### src/rtl/output_data_writer.sv
// Drains systolic-array result vectors into RAM, one valid lane per cycle, in row-major order.
// Optional build macro OUTPUT_RELU_EN clamps negative lane words to zero on the write path.
module output_data_writer #(
  parameter int unsigned data_size     = 16,
  parameter int unsigned array_size    = 9,
  parameter int unsigned dim_data_size = 16
) (
  input  logic                             clk,
  input  logic                             reset,
  input  logic                             enable,
  input  logic [13:0]                      initial_address,
  input  logic [dim_data_size-1:0]         out_height,
  input  logic [dim_data_size-1:0]         out_width,
  input  logic [dim_data_size-1:0]         offset,
  input  logic [array_size-1:0]            valid_in,
  input  logic [array_size*data_size-1:0]  data_in,
  output logic                             in_ready,
  output logic [13:0]                      ram_address,
  output logic [data_size-1:0]             ram_data,
  output logic                             ram_we,
  output logic                             completed
);

  localparam int unsigned AW = 14;
  localparam int unsigned DW = dim_data_size;
  localparam int unsigned LW = (array_size > 1) ? $clog2(array_size) : 1;

  typedef enum logic [1:0] {IDLE, COLLECT, DRAIN, DONE} state_t;

  state_t                        state_q, state_d;
  logic [DW-1:0]                 h_q, h_d, w_q, w_d, off_q, off_d;
  logic [DW-1:0]                 row_q, row_d, col_q, col_d;
  logic [AW-1:0]                 base_q, base_d, row_off_q, row_off_d;
  logic [array_size-1:0]         mask_q, mask_d;
  logic [array_size*data_size-1:0] buf_q, buf_d;
  logic                          last_q, last_d;
  logic                          in_ready_d, ram_we_d, completed_d;
  logic [AW-1:0]                 ram_address_d;
  logic [data_size-1:0]          ram_data_d;

  logic [array_size-1:0]         src_mask;
  logic [array_size*data_size-1:0] src_data;
  logic [LW-1:0]                 lane_idx;
  logic [data_size-1:0]          lane_word, wr_word;
  logic                          issue;

  // Lowest-index pending lane, taken from the live input while collecting, else from the buffer
  always_comb begin
    src_mask  = (state_q == COLLECT) ? valid_in : mask_q;
    src_data  = (state_q == COLLECT) ? data_in : buf_q;
    lane_idx  = '0;
    lane_word = '0;
    for (int i = int'(array_size) - 1; i >= 0; i--) begin
      if (src_mask[i]) begin
        lane_idx  = LW'(i);
        lane_word = src_data[i*data_size +: data_size];
      end
    end
  end

`ifdef OUTPUT_RELU_EN
  assign wr_word = lane_word[data_size-1] ? '0 : lane_word;
`else
  assign wr_word = lane_word;
`endif

  // Next-state and registered-output logic; a write is staged into the output registers
  always_comb begin
    state_d       = state_q;
    h_d           = h_q;
    w_d           = w_q;
    off_d         = off_q;
    base_d        = base_q;
    row_d         = row_q;
    col_d         = col_q;
    row_off_d     = row_off_q;
    mask_d        = mask_q;
    buf_d         = buf_q;
    last_d        = last_q;
    ram_we_d      = 1'b0;
    ram_address_d = ram_address;
    ram_data_d    = ram_data;
    issue         = 1'b0;

    case (state_q)
      IDLE: begin
        if (enable) begin
          h_d       = out_height;
          w_d       = out_width;
          off_d     = offset;
          base_d    = initial_address;
          row_d     = '0;
          col_d     = '0;
          row_off_d = '0;
          mask_d    = '0;
          last_d    = 1'b0;
          state_d   = (out_height == '0 || out_width == '0) ? DONE : COLLECT;
        end
      end
      COLLECT: begin
        if (!enable) begin
          state_d = IDLE;
        end else if (|valid_in) begin
          buf_d   = data_in;
          issue   = 1'b1;
          state_d = DRAIN;
        end
      end
      DRAIN: begin
        if (!enable) begin
          state_d = IDLE;
          mask_d  = '0;
        end else if (last_q) begin
          state_d = DONE;
          mask_d  = '0;
        end else if (|mask_q) begin
          issue = 1'b1;
        end else begin
          state_d = COLLECT;
        end
      end
      DONE: begin
        if (!enable) state_d = IDLE;
      end
      default: state_d = IDLE;
    endcase

    if (issue) begin
      ram_we_d         = 1'b1;
      ram_data_d       = wr_word;
      ram_address_d    = base_q + row_off_q + AW'(col_q);
      mask_d           = src_mask;
      mask_d[lane_idx] = 1'b0;
      last_d           = (row_q == h_q - DW'(1)) && (col_q == w_q - DW'(1));
      if (col_q == w_q - DW'(1)) begin
        col_d     = '0;
        row_d     = row_q + DW'(1);
        row_off_d = row_off_q + AW'(off_q);
      end else begin
        col_d = col_q + DW'(1);
      end
    end

    in_ready_d  = (state_d == COLLECT);
    completed_d = (state_d == DONE);
  end

  always_ff @(posedge clk or negedge reset) begin
    if (!reset) begin
      state_q     <= IDLE;
      h_q         <= '0;
      w_q         <= '0;
      off_q       <= '0;
      base_q      <= '0;
      row_q       <= '0;
      col_q       <= '0;
      row_off_q   <= '0;
      mask_q      <= '0;
      buf_q       <= '0;
      last_q      <= 1'b0;
      in_ready    <= 1'b0;
      ram_we      <= 1'b0;
      ram_address <= '0;
      ram_data    <= '0;
      completed   <= 1'b0;
    end else begin
      state_q     <= state_d;
      h_q         <= h_d;
      w_q         <= w_d;
      off_q       <= off_d;
      base_q      <= base_d;
      row_q       <= row_d;
      col_q       <= col_d;
      row_off_q   <= row_off_d;
      mask_q      <= mask_d;
      buf_q       <= buf_d;
      last_q      <= last_d;
      in_ready    <= in_ready_d;
      ram_we      <= ram_we_d;
      ram_address <= ram_address_d;
      ram_data    <= ram_data_d;
      completed   <= completed_d;
    end
  end

endmodule

### config.mk
export PLATFORM = sky130hd
export DESIGN_NAME = output_data_writer
export DESIGN_NICKNAME = d
export VERILOG_FILES = /design/src/rtl/output_data_writer.sv
export SDC_FILE = /design/constraint.sdc
export NUM_CORES = 1
export LEC_CHECK = 0
export CELL_PAD_IN_SITES_DETAIL_PLACEMENT = 1
export CELL_PAD_IN_SITES_GLOBAL_PLACEMENT = 1
export CORE_MARGIN = 5
export CORE_UTILIZATION = 35
export CTS_CLUSTER_DIAMETER = 80
export DETAILED_ROUTE_END_ITERATION = 10
export PLACE_DENSITY = 0.68
export SLEW_MARGIN = 20
export SYNTH_ARGS = -nofsm -noshare
export SYNTH_HDL_FRONTEND = slang
export SYNTH_SLANG_ARGS = --single-unit
### constraint.sdc
create_clock -name clk -period 3.71 [get_ports clk]
set_input_delay 0.371 -clock clk [delete_from_list [all_inputs] [get_ports clk]]
set_output_delay 0.371 -clock clk [all_outputs]
set_load 0.02 [all_outputs]
# Word level (Yosys, flattened, before mapping)
# Cells that the tools add are included.
# op_classes
add_sub_neg	7
magnitude_cmp	2
eq_ne	9
n_mux	58
bitwise	2
n_reduce_logical	15
# op_table
operator	count
16-bit 2-to-1 mux	17
144-bit 2-to-1 mux	1
14-bit 2-to-1 mux	4
9-bit 2-to-1 mux	5
14-bit adder	3
4-bit 2-to-1 mux	9
16-bit by 1-bit adder with 16-bit output (second input constant)	2
16-bit == test	2
16-bit zero test	2
16-bit by 1-bit subtractor with 16-bit output (second input constant)	2
9-bit one-hot mux with 2 select lines	1
9-bit OR reduction	2
2-bit 2-to-1 mux	8
1-bit 2-to-1 mux	10
9-bit AND	1
9-bit inverter	1
2-bit one-hot mux with 4 select lines	1
2-bit == test (second input constant)	3
3-bit AND reduction	2
4-bit by 5-bit less-than comparator with 1-bit output (second input constant)	1
1-bit demux with 4-bit select	1
2-bit by 1-bit == test with 1-bit output (second input constant)	2
4-bit by 1-bit greater-or-equal comparator with 1-bit output (second input constant)	1
4-bit inequality test (second input constant)	1
other kinds (8)	11
# totals
reg_bits	295
in_bits	218
word_cells	109

# Depth between registers and ports, before layout
# logic_depth
word_depth	18
depth_mapped	12
mapped_depth_nobuf	12

# Worst setup path after synthesis
# OpenSTA, ideal clock, no wires.
# synth_path
kind	reg2reg
start	register w_q[0]
end	register row_off_q[0]
setup_time_ps	127
t_arrival_ps	3174
required_time_ps	3583
path_slack_ps	409
path_stages_with_launch	11
cell_sequence	dfrtp_1 -> or4_1 -> buf_2 -> or4_4 -> nor4_2 -> o22ai_1 -> or4_1 -> buf_2 -> or2_1 -> buf_6 -> mux2_1
# synth_between
elab_chain_cells	4
# synth_rtl
element	line_no	text
start: declaration	31	logic [DW-1:0] h_q, h_d, w_q, w_d, off_q, off_d;
start signal: assignment	169	w_q <= w_d;
16-bit by 1-bit subtractor with 16-bit output	135	if (col_q == w_q - DW'(1)) begin
16-bit == test	135	
14-bit 2-to-1 mux	135	
14-bit 2-to-1 mux	128	if (issue) begin
named net row_off_d[0]	33	logic [AW-1:0] base_q, base_d, row_off_q, row_off_d;
end signal: assignment	174	row_off_q <= row_off_d;
end: declaration	33	
# The timed path passes the listed nets, and every way through them passes these cells.
# A chain may end at the register's enable or synchronous reset.

# Worst setup path in the final report
# layout_path
start	register state_q[1]
end	register ram_data[5]
# layout_between
elab_chain_cells	11
word_cells_on_any_way	14
classes_between	2 x eq/ne; 12 x mux
# layout_rtl
element	line_no	text
start: declaration	30	state_t state_q, state_d;
start signal: assignment	167	state_q <= state_d;
2-bit by 1-bit == test with 1-bit output	49, 50, 85	
144-bit 2-to-1 mux / 9-bit 2-to-1 mux (equally long branches)	50, 49	
16-bit 2-to-1 mux (9 in a row)	54	if (src_mask[i]) begin
end signal: assignment	181	ram_data <= ram_data_d;
end: declaration	19	output logic [data_size-1:0] ram_data,
# Parallel ways exist; a longest one is shown, timed or not.

==> run_results.csv <==
group,metric,value,unit
clock_network,cts_sinks,295,
cells_and_area,drive_above_1_share,18.8,%
clock_network,path_clk_slew,60,ps
synth,synth.avg_cell_area,10.8,um^2
global_routing,grt_first_pass_wirelength,87100,um
flow_run,cap_viol_max_count,0,
floorplanning,dieWidth,229,um
clock_network,ctsLongestPathBuffers,3,
timing,timing.hold.ws,286,ps
global_routing,vias_in_the_first_global_route,14800,
route,drt-pass1-iter-count,5,
route,antenna_left,0,
hold_path,holdCritPathClass,"primary input to async pin",
global_routing,grt_use_total,20.7,%
timing,rsz0062_at_grt,"false",
route,drc,0,
critical_path,critPathTopFamily,"simple AND/OR/NAND/NOR gates",
placement,dp_hpwl,40000,um
critical_path,cp-end-kind,"flip-flop",
synth,ys_ff_latch,295,
clock_network,cts-hold-fix-buffers,1,
cells_and_area,layout_commonest_cell,"dfrtp_1",
synth,synth-seq-area-share,43.9,%
synth,yosysUniqueCellTypes,74,
pwr,totalPowerFinal,17200,uW
cells_and_area,finalCoreUtilization,44.8,%
placement,placed_cells_incl_taps,2357,
floorplanning,io_pins,251,
clock_network,cts.root.buffer_cell,"clkbuf_16",
clock_network,cts-htree-levels,2,
route,vias,13600,
global_routing,grt.overflow.total,0,
clock_network,cts_buffers,39,
outcome,result_of_the_run,"finished clean",
synth,synthesis.yosys.warnings,0,
cells_and_area,layout.cells.most_common_list,"295 x dfrtp_1, 247 x clkdlybuf4s50_1, 222 x mux2_2",
critical_path,crit_chain,"inv_1 -> ha_4 -> buf_4 -> nor2b_1 -> or2_2 -> a31o_2 -> a21boi_0 -> o21ai_1 -> buf_4 -> a211oi_1 -> o41ai_1",
floorplanning,floorplan.die.height,229,um
clock_network,post_cts.repair.setup_buffers,0,
pwr,leakage,0.00873,uW
synth,syn_nets,1827,
placement,gp_congestion,0.842,
critical_path,path_common_cell,"buf_4",
pwr,power.ir.vdd_worst,0.441,mV
floorplanning,rows,80,
timing,finClkSkew,17.9,ps
critical_path,critical_path.max_fanout,22,
synth,synth_cells,1561,
timing,setup_viol_count_final,0,
synth,asyncSetResetFlopFracSynth,100,%
route,wl_per_cell,22.5,um
synth,netlist.top_cell.by_area,"dfrtp_1",
timing,totalNegativeSetupSlack,0,ps
cells_and_area,area_growth,27.0,%
timing,slew_viol_final,0,
clock_network,cts_tree,"yes",
global_routing,grt_max_degree,146,
global_routing,grt_antenna_before_repair,23,
critical_path,critical_path_buffer_and_inverter_count,3,
floorplanning,initial_standard_cell_utilization_of_the_core,35.3,%
timing,report.final.hold_viol_count,0,
critical_path,cp-start-kind,"flip-flop",
timing,worst_slew_pin_slew,1030,ps
cells_and_area,final_net_count,2051,
critical_path,worstPathArrival,3910,ps
route,vias_per_cell,5.60,
critical_path,cp_slowest_cell,"nor2b_1",
placement,buffer_ports.inserted,248,
timing,max-slew-margin-rel,30.9,%
floorplanning,core_area,47600,um^2
critical_path,timing_worst_setup_path_type,"flip-flop to flip-flop",
timing,ratio_of_final_minimum_period_to_clock_period,93.8,%
timing,max_freq,287,MHz
critical_path,worst_path_largest_cell_delay,800,ps
route,detail_route.iter0.violations,691,
floorplanning,die_area,52600,um^2
synth,synth_ff_type,"dfrtp_1",
cells_and_area,final_cell_count_no_fill,2436,
clock_network,post_cts.resized_instances,0,
synth,post_synth_instance_area,16800,um^2
route,post_detailed_routing_wire_length,54900,um
clock_network,insertion_delay_to_the_later_sink_of_the_worst_skew_pair,550,ps
synth,netlist.area_leader.share,43.9,%
timing,min_period,3480,ps
critical_path,required,4140,ps
pwr,p_per_area,803,nW/um^2
synth,synth_edf_count,0,
synth,post_synth_main_area_contributors,"dfrtp_1 44%, mux2_2 15%, mux2i_1 4.8%",
[power breakdown]
part	total (uW)	switching, uW	internal [uW]
Clock	3760	1480	2280
Sequential	5570	977	4590
Combinational	7840	4200	3640
[cells in the mapped netlist, drive strengths merged, types with 6 or more instances]
| library cell | n |
|---|---|
| o41ai | 11 |
| and3 | 12 |
| nor2b | 26 |
| a211oi | 23 |
| nand4b | 6 |
| or2 | 7 |
| nand3 | 39 |
| mux2i | 81 |
| ha | 33 |
| nor4 | 20 |
| dfrtp | 295 |
| o31ai | 11 |
| a21o | 11 |
| o221ai | 17 |
| xnor2 | 41 |
| o22ai | 9 |
| o21ai | 74 |
| mux2 | 223 |
| fa | 15 |
| nand2 | 141 |
| nor2 | 34 |
| a221oi | 50 |
| xor2 | 21 |
| nand2b | 14 |
| nor3 | 31 |
| clkbuf | 89 |
| a21oi | 35 |
| inv | 29 |
| nor3b | 6 |
| o211ai | 27 |
| or3 | 18 |
| or4 | 9 |
| buf | 14 |
| o21a | 6 |
| a31oi | 11 |
[logic make-up after synthesis]
group,share of synthesized area (%)
AOI/OAI and AO/OA,14.3
xor gates and xnor gates,3.23
adders and majority gates,4.24
buffers and inverters,3.07
DFF,43.9
muxes,19.7
and+or+nand+nor,11.6
[worst paths after layout]
kind / end / from / slack [ps] / cells after the start
setup / recovery: ram_data[5] / state_q[1] / 230 / 11
hold / removal: row_off_q[9] / reset / 290 / 2
setup reg to reg: ram_data[5] / state_q[1] / 230 / 11
hold reg to reg: ram_data[13] / ram_data[13] / 470 / 2
max in group asynchronous: buf_q[138] / reset / 2260 / 4
min in group clk: off_q[2] / offset[2] / 430 / 2
[layer usage]
metal  global-route usage (%)  vias up  share of wire, %
met4                     7.76       24               4.1
met5                        0        -              0.30
met1                     25.6     6902                42
met3                     6.44      124               6.3
met2                     34.2      302                48
li1                         -     6293                 -
[cell type report]
class	instances	area, um^2
fill	5202	26300
multi-input combinational	1133	8960
sequential	295	7380
timing repair buffer	286	2860
clock buffer	54	1100
tap	615	769
clock inverter	14	158
inverter	30	113
antenna	9	22.5
[metrics by stage]
stage	setup WS, ps	cell area [um^2]
2_1_floorplan	409	16800
3_3_place_gp	357	20000
3_5_place_dp	277	20000
4_1_cts	254	21300
5_1_grt	20.2	21300
6_report	230	21400
[sequential cells by signal (all words and copies together) (netlist names)]
name         cells
off_q           14
row_q           16
ram_we           1
base_q          14
h_q             16
mask_q           9
w_q             16
completed        1
col_q           16
row_off_q       14
ram_address     14
buf_q          144
state_q          2
last_q           1
ram_data        16
in_ready         1
Power figures use the tool's default switching activity.
